## src/rtl/shift_pkg.sv

```systemverilog
// Shared constants for the shift sequencer: op codes, FSM states, defaults.
package shift_pkg;

   localparam int DEF_WIDTH = 8;
   localparam int DEF_CNT_W = 4;

   localparam logic [2:0] OP_CLR  = 3'b000;
   localparam logic [2:0] OP_HOLD = 3'b001;
   localparam logic [2:0] OP_LSR  = 3'b010;
   localparam logic [2:0] OP_LSL  = 3'b011;
   localparam logic [2:0] OP_ASR  = 3'b100;
   localparam logic [2:0] OP_LIN  = 3'b101;
   localparam logic [2:0] OP_ROR  = 3'b110;
   localparam logic [2:0] OP_ROL  = 3'b111;

   typedef enum logic [1:0] {
      S_IDLE = 2'd0,
      S_RUN  = 2'd1,
      S_RESP = 2'd2
   } state_e;

endpackage

```

## src/rtl/shift_seq_ctrl_if.sv

```systemverilog
// Command/response bundle of the shift sequencer.
// Abort signals exist only with SHIFT_SEQ_ABORT_EN defined.
interface shift_seq_ctrl_if
   import shift_pkg::*;
#(
   parameter int WIDTH = DEF_WIDTH,
   parameter int CNT_W = DEF_CNT_W
) ();

   logic             cmd_valid;
   logic             cmd_ready;
   logic [2:0]       cmd_op;
   logic [WIDTH-1:0] cmd_data;
   logic [CNT_W-1:0] cmd_cnt;
   logic             lin;
   logic             rsp_valid;
   logic             rsp_ready;
   logic [WIDTH-1:0] rsp_data;
   logic             busy;
`ifdef SHIFT_SEQ_ABORT_EN
   logic             abort;
   logic             rsp_aborted;

   modport master (
      output cmd_valid, cmd_op, cmd_data, cmd_cnt,
      output lin, rsp_ready, abort,
      input  cmd_ready, rsp_valid, rsp_data,
      input  busy, rsp_aborted
   );

   modport slave (
      input  cmd_valid, cmd_op, cmd_data, cmd_cnt,
      input  lin, rsp_ready, abort,
      output cmd_ready, rsp_valid, rsp_data,
      output busy, rsp_aborted
   );
`else
   modport master (
      output cmd_valid, cmd_op, cmd_data, cmd_cnt,
      output lin, rsp_ready,
      input  cmd_ready, rsp_valid, rsp_data, busy
   );

   modport slave (
      input  cmd_valid, cmd_op, cmd_data, cmd_cnt,
      input  lin, rsp_ready,
      output cmd_ready, rsp_valid, rsp_data, busy
   );
`endif

endinterface

```

## src/rtl/shift_unit.sv

```systemverilog
// Op-coded WIDTH-bit shift register with load, clear and per-cycle step.
module shift_unit
   import shift_pkg::*;
#(
   parameter int WIDTH = DEF_WIDTH
) (
   input  logic             clk,
   input  logic             rst_n,
   input  logic             load,
   input  logic [WIDTH-1:0] ld_data,
   input  logic             clr,
   input  logic             step,
   input  logic [2:0]       op,
   input  logic             lin,
   output logic [WIDTH-1:0] q
);

   logic [WIDTH-1:0] nq;

   always_comb begin
      nq = q;
      unique case (op)
         OP_CLR:  nq = '0;
         OP_HOLD: nq = q;
         OP_LSR:  nq = q >> 1;
         OP_LSL:  nq = q << 1;
         OP_ASR:  nq = {q[WIDTH-1], q[WIDTH-1:1]};
         OP_LIN:  nq = {lin, q[WIDTH-1:1]};
         OP_ROR:  nq = {q[0], q[WIDTH-1:1]};
         OP_ROL:  nq = {q[WIDTH-2:0], q[WIDTH-1]};
      endcase
   end

   always_ff @(posedge clk or negedge rst_n) begin
      if (!rst_n)
         q <= '0;
      else if (clr)
         q <= '0;
      else if (load)
         q <= ld_data;
      else if (step)
         q <= nq;
   end

endmodule

```

## src/rtl/shift_seq_ctrl.sv

```systemverilog
// Shift sequencer: command handshake, repeat counter and response FSM.
// Optional abort support is built with SHIFT_SEQ_ABORT_EN defined.
module shift_seq_ctrl
   import shift_pkg::*;
#(
   parameter int WIDTH = DEF_WIDTH,
   parameter int CNT_W = DEF_CNT_W
) (
   input logic             clk,
   input logic             rst_n,
   shift_seq_ctrl_if.slave bus
);

   state_e           state;
   state_e           nxt;
   logic [CNT_W-1:0] cnt;
   logic [CNT_W-1:0] cnt_nxt;
   logic [2:0]       op_q;
   logic             hs;
   logic             step;
   logic             abort_hit;

   assign hs = bus.cmd_valid & bus.cmd_ready;

`ifdef SHIFT_SEQ_ABORT_EN
   logic aborted;

   assign abort_hit = (state == S_RUN) & bus.abort;

   always_ff @(posedge clk or negedge rst_n) begin
      if (!rst_n)
         aborted <= 1'b0;
      else if (hs)
         aborted <= 1'b0;
      else if (abort_hit)
         aborted <= 1'b1;
   end

   assign bus.rsp_aborted = aborted & (state == S_RESP);
`else
   assign abort_hit = 1'b0;
`endif

   always_ff @(posedge clk or negedge rst_n) begin
      if (!rst_n) begin
         state <= S_IDLE;
         cnt   <= '0;
         op_q  <= OP_CLR;
      end else begin
         state <= nxt;
         cnt   <= cnt_nxt;
         if (hs)
            op_q <= bus.cmd_op;
      end
   end

   // The step that consumes the last count lands in RESP.
   always_comb begin
      nxt     = state;
      cnt_nxt = cnt;
      step    = 1'b0;
      unique case (1'b1)
         state == S_IDLE: begin
            if (hs) begin
               cnt_nxt = bus.cmd_cnt;
               nxt = (bus.cmd_cnt != '0) ? S_RUN : S_RESP;
            end
         end
         state == S_RUN: begin
            if (abort_hit) begin
               cnt_nxt = '0;
               nxt     = S_RESP;
            end else begin
               step = 1'b1;
               if (cnt <= CNT_W'(1)) begin
                  cnt_nxt = '0;
                  nxt     = S_RESP;
               end else begin
                  cnt_nxt = cnt - CNT_W'(1);
               end
            end
         end
         state == S_RESP: begin
            cnt_nxt = '0;
            if (bus.rsp_ready)
               nxt = S_IDLE;
         end
         default: begin
            cnt_nxt = '0;
            nxt     = S_IDLE;
         end
      endcase
   end

   assign bus.cmd_ready = (state == S_IDLE);
   assign bus.rsp_valid = (state == S_RESP);
   assign bus.busy      = (state == S_RUN) | (state == S_RESP);

   shift_unit #(
      .WIDTH (WIDTH)
   ) u_unit (
      .clk     (clk),
      .rst_n   (rst_n),
      .load    (hs),
      .ld_data (bus.cmd_data),
      .clr     (1'b0),
      .step    (step),
      .op      (op_q),
      .lin     (bus.lin),
      .q       (bus.rsp_data)
   );

endmodule

```

## src/flat_wrapper.sv

```systemverilog
// flat-port wrapper written by rule: the top's interface ports become plain ports
module shift_seq_ctrl_flat import shift_pkg::*;
#(
   parameter int WIDTH = DEF_WIDTH,
   parameter int CNT_W = DEF_CNT_W
)
  (clk, rst_n, bus_cmd_valid, bus_cmd_op, bus_cmd_data, bus_cmd_cnt, bus_lin, bus_rsp_ready, bus_cmd_ready, bus_rsp_valid, bus_rsp_data, bus_busy);
  shift_seq_ctrl_if #(.WIDTH(WIDTH), .CNT_W(CNT_W)) bus_i ();
  input logic clk;
  input logic rst_n;
  input wire logic [$bits(bus_i.cmd_valid)-1:0] bus_cmd_valid;
  input wire logic [$bits(bus_i.cmd_op)-1:0] bus_cmd_op;
  input wire logic [$bits(bus_i.cmd_data)-1:0] bus_cmd_data;
  input wire logic [$bits(bus_i.cmd_cnt)-1:0] bus_cmd_cnt;
  input wire logic [$bits(bus_i.lin)-1:0] bus_lin;
  input wire logic [$bits(bus_i.rsp_ready)-1:0] bus_rsp_ready;
  output wire logic [$bits(bus_i.cmd_ready)-1:0] bus_cmd_ready;
  output wire logic [$bits(bus_i.rsp_valid)-1:0] bus_rsp_valid;
  output wire logic [$bits(bus_i.rsp_data)-1:0] bus_rsp_data;
  output wire logic [$bits(bus_i.busy)-1:0] bus_busy;
  assign bus_i.cmd_valid = bus_cmd_valid;
  assign bus_i.cmd_op = bus_cmd_op;
  assign bus_i.cmd_data = bus_cmd_data;
  assign bus_i.cmd_cnt = bus_cmd_cnt;
  assign bus_i.lin = bus_lin;
  assign bus_i.rsp_ready = bus_rsp_ready;
  assign bus_cmd_ready = bus_i.cmd_ready;
  assign bus_rsp_valid = bus_i.rsp_valid;
  assign bus_rsp_data = bus_i.rsp_data;
  assign bus_busy = bus_i.busy;
  shift_seq_ctrl #(.WIDTH(WIDTH), .CNT_W(CNT_W)) u_core (.clk(clk), .rst_n(rst_n), .bus(bus_i));
endmodule
```

## config.mk

```make
export PLATFORM = sky130hd
export DESIGN_NAME = shift_seq_ctrl_flat
export DESIGN_NICKNAME = d
export VERILOG_FILES = /design/src/rtl/shift_pkg.sv /design/src/rtl/shift_seq_ctrl_if.sv /design/src/rtl/shift_unit.sv /design/src/rtl/shift_seq_ctrl.sv /design/src/flat_wrapper.sv
export SDC_FILE = /design/constraint.sdc
export NUM_CORES = 1
export LEC_CHECK = 0
export CORE_MARGIN = 5
export CORE_UTILIZATION = 50
export CTS_BUF_LIST = sky130_fd_sc_hd__clkbuf_4 sky130_fd_sc_hd__clkbuf_8 sky130_fd_sc_hd__clkbuf_16
export CTS_CLUSTER_DIAMETER = 40
export DETAILED_ROUTE_END_ITERATION = 6
export PLACE_DENSITY = 0.79
export SYNTH_ARGS = -nofsm -noshare
export SYNTH_HDL_FRONTEND = slang
export SYNTH_HIERARCHICAL = 1
export SYNTH_SLANG_ARGS = --single-unit
export TNS_END_PERCENT = 30
```

## constraint.sdc

```tcl
create_clock -name clk -period 3.3 [get_ports clk]
set_input_delay 0.33 -clock clk [delete_from_list [all_inputs] [get_ports clk]]
set_output_delay 0.33 -clock clk [all_outputs]
set_load 0.005 [all_outputs]
```

==> summary by stage <==
Critical path
Among the stages of the critical path, the cell type that occurs most often is inv_1. The required time of the critical path is 3.51 ns. Counting cells, the worst reg-to-reg path comes to 7.

The peak per-stage delay on the critical path is 0.43 ns. The sort of element at the start of the critical path is a flip-flop. The signal on the critical path passes through inv_1 > ha_1 > nand2_4 > inv_1 > a211o_1 > o211ai_1 > o22ai_2. The type of the worst setup path is flip-flop to flip-flop. For this design, the slowest cell found on the critical path is a211o_1. The capturing element type of the critical path is a flip-flop. The number of buffers and inverters on the critical path is 2.

The worst endpoint data arrival time is 2.27 ns. The worst register-to-register path has a setup slack of 1.24 ns. The kind of cell adding the most delay to the critical path is compound AO/OA/AOI/OAI gates. The capture instance of the worst register-to-register path is u_core/u_unit/q[0]. The maximum fanout along the worst path is 14. The origin of the critical flop-to-flop path is u_core/state[1].

CTS
Buffers inserted during clock tree synthesis total 3. Once the clock tree was built, the setup fixing pass inserted 0 buffers. The number of gates resized after CTS is 0. The clock-pin slew on the worst setup and hold paths is 0.10 ns. CTS built an H-tree with a depth of 1. TritonCTS built the clock tree.

The tree is rooted in a clkbuf_4. In this run the deepest clock path goes through 2 buffers. For this design, the CTS-stage hold fixing added 0 buffers.

The clock latency on the worst-skew pair is 0.29 ns. The number of sinks handled by clock tree synthesis is 17.

Final layout
The library cells used most frequently in the layout, excluding fill and tap cells, are clkdlybuf4s50_1, dfrtp_1, inv_1. The most common cell after layout, fill and taps aside is clkdlybuf4s50_1. The total number of nets in the final design is 176. Relative to the synthesized area, the layout overhead comes to 28.9%. The area of the multi-input gates is 683 µm². Of the cells placed in the final design, the portion with a size suffix greater than 1 is 0.140. The filler cell count in the final layout is 179.

The number of diodes is 0. Summing all flip-flop and latch instances after layout gives 425 µm².

Routing
The via density per instance is 5.80. The average routed wire per standard cell is 16.1 µm. Detailed routing inserted a total of 1033 vias. Once detail routing completed, the nets flagged for antenna violations numbered 0.

The number of design-rule violations left by the first detailed-router iteration is 35. The number of iterations in the first detailed-routing pass is 4. The detailed-route DRC error count is 0. Summed over all layers, the routed wires come to 2860 µm.

Pwr
The analysis attributes to cell leakage a power of 0.646 nW. The proportion of power drawn by the clock network is 0.087. The switching power summed over all nets is 576 µW. IR analysis of the VDD net gives a maximum drop of 0.590 mV. The total power per unit cell area is 900 nW/µm². The share of total power dissipated in combinational logic is 0.579. The share of power burned in registers is 0.334. The total power consumption of the routed design is 1.37 mW. The internal power is 796 µW.

The switching share of power is 0.420.

Placed design
Summed over all nets, the half-perimeter wirelength after detailed placement is 2250 µm. Port buffering added 30 buffers. At the placement stage, the worst setup path has a slack of 1.03 ns. The congestion estimate from routability-driven global placement came to 0.843.

Global route
For this run the aggregate overflow at the end of global routing stands at 0. The global-route wire length before repair is 4710 µm. The maximum number of pins on one net before global-route repair is 18. The initial antenna violation count is 0. The number of global-route vias before repair is 999.

The total routing usage reported by global routing is 0.178.

STA
The worst relative slew slack is 0.495. Dividing the final minimum period by the clock period gives 0.624. The smallest setup slack after layout is 1.24 ns.

Adding up every negative setup slack in the final design gives 0 ns. At the pin with the least slew margin, the transition time is 0.756 ns. Setup repair after global routing left no endpoint under its margin.

The worst clock skew is 0.00640 ns. The final-report max-slew violation count is 0. The clock period could shrink to 2.06 ns.

Based on the critical path, the design can be clocked at up to 485 MHz. The number of setup violations in the final report is 0. The final count of hold timing violations was 0.

Synthesis
The total of flip-flops plus latches after synthesis is 17. Each instance of the synthesized netlist takes up on average 10.0 µm². Counting flops with an async set or reset pin after synthesis yields a share of 1.00. The synthesized area is 1180 µm².

Synthesis produced 118 cells. Of the post-synthesis cell area, the dominant cell type holds 0.360. The predominant post-synthesis flop cell is dfrtp_1.

The number of distinct library cell variants in the gate-level netlist after synthesis is 38. The Yosys step of the flow raised 6 warnings. Of the synthesized area, sequential elements account for 0.360. Sorting the synthesized cells by area gives the leading types as dfrtp_1, mux2_2, ha_1, a221o_1, a21oi_1.

The number of enable-type register cells in the synthesized netlist is 0. The leading area contributor after synthesis is dfrtp_1.

Worst hold path
The path class of the tightest hold or removal check is input port to asynchronous set/reset pin.

Floorplan
The standard-cell row count is 17. In this run the horizontal extent of the chip is 58.6 µm. The initial utilization of the core area, before any placement, comes to 0.529.

The height of the die is 58.6 µm. The core footprint is 2230 µm². For this design the top-level I/O count stands at 31. The die area is 3430 µm².

Status
The flow ran to the end, and the final reports show no timing, DRC or antenna violations.

Flow run
The number of max-cap violations is 0.
flip-flops by register name, indices dropped and copies added, names as in the netlist:
register / flops
u_core/cnt: 4
u_core/op_q: 3
u_core/state: 2
u_core/u_unit/q: 8
cells by family after synthesis:
logic type               count (synthesis)  share of synthesized area
AO/OA/AOI/OAI                           39                      0.270
AND/OR/NAND/NOR                         23                      0.105
buffers and inverters                   18                     0.0710
flip-flops                              17                      0.360
multiplexers                            13                      0.123
adder cells (fa/ha/maj)                  5                     0.0530
XOR/XNOR                                 2                     0.0148
other                                    1                    0.00317
power groups by stage:
| stage | Sequential (mW) | Combinational (mW) | Clock (mW) |
|---|---|---|---|
| global route | 0.478 | 0.866 | 0.136 |
| floorplan | 0.397 | 0.584 | 0 |
| detailed placement | 0.460 | 0.790 | 0 |
| global placement | 0.452 | 0.765 | 0 |
| finish | 0.458 | 0.793 | 0.119 |
| CTS | 0.456 | 0.794 | 0.123 |
metal layers:
metal,routed length (µm),global-route usage,up-vias
met5,0,0,-
met4,36,0.0583,0
met3,172,0.0263,4
met2,1350,0.292,35
met1,1310,0.241,501
li1,-,-,493
worst register-to-register path, stage by stage (launching register included):
cell and delay, ns:
dfrtp_1 0.41, inv_1 0.10, ha_1 0.31, nand2_4 0.10, inv_1 0.33, a211o_1 0.44
o211ai_1 0.18, o22ai_2 0.13
cell usage after synthesis (2+ instances only):
master,number
o22ai_1,3
nor2_1,11
clkbuf_1,2
a21oi_1,9
o21ai_0,3
nand3_1,2
mux2i_1,4
o211ai_1,6
inv_1,12
nor2b_1,3
o22ai_2,2
mux2_2,8
dfrtp_1,17
ha_1,5
buf_6,2
a221o_1,6
a31oi_1,2
layout make-up:
| type | count | share of cell area |
|---|---|---|
| timing repair buffer | 30 | 0.197 |
| multi-input combinational | 86 | 0.449 |
| tap | 28 | 0.0230 |
| sequential | 17 | 0.279 |
| inverter | 13 | 0.0320 |
| clock buffer | 4 | 0.0197 |
stage by stage:
step	cells	hold WS (ns)	cell area [µm²]	utilization
2_1_floorplan	121	0.0344	1190	-
5_1_grt	178	0.550	1520	0.682
6_report	178	0.478	1520	0.682
3_3_place_gp	174	0.536	1490	0.668
4_1_cts	178	0.501	1520	0.682
3_5_place_dp	174	0.543	1490	0.668
worst max path at each step:
stage	to	start	cells after the start
after floorplan	u_core/u_unit/q[7]	u_core/state[0]	9
after global placement	u_core/u_unit/q[0]	bus_cmd_valid	6
after detailed placement	u_core/u_unit/q[0]	bus_cmd_valid	6
after CTS	u_core/u_unit/q[0]	u_core/state[1]	7
after global routing	u_core/u_unit/q[0]	u_core/state[1]	7
final	u_core/u_unit/q[0]	u_core/state[1]	7
Note: power is estimated with default switching activity, not from simulation.
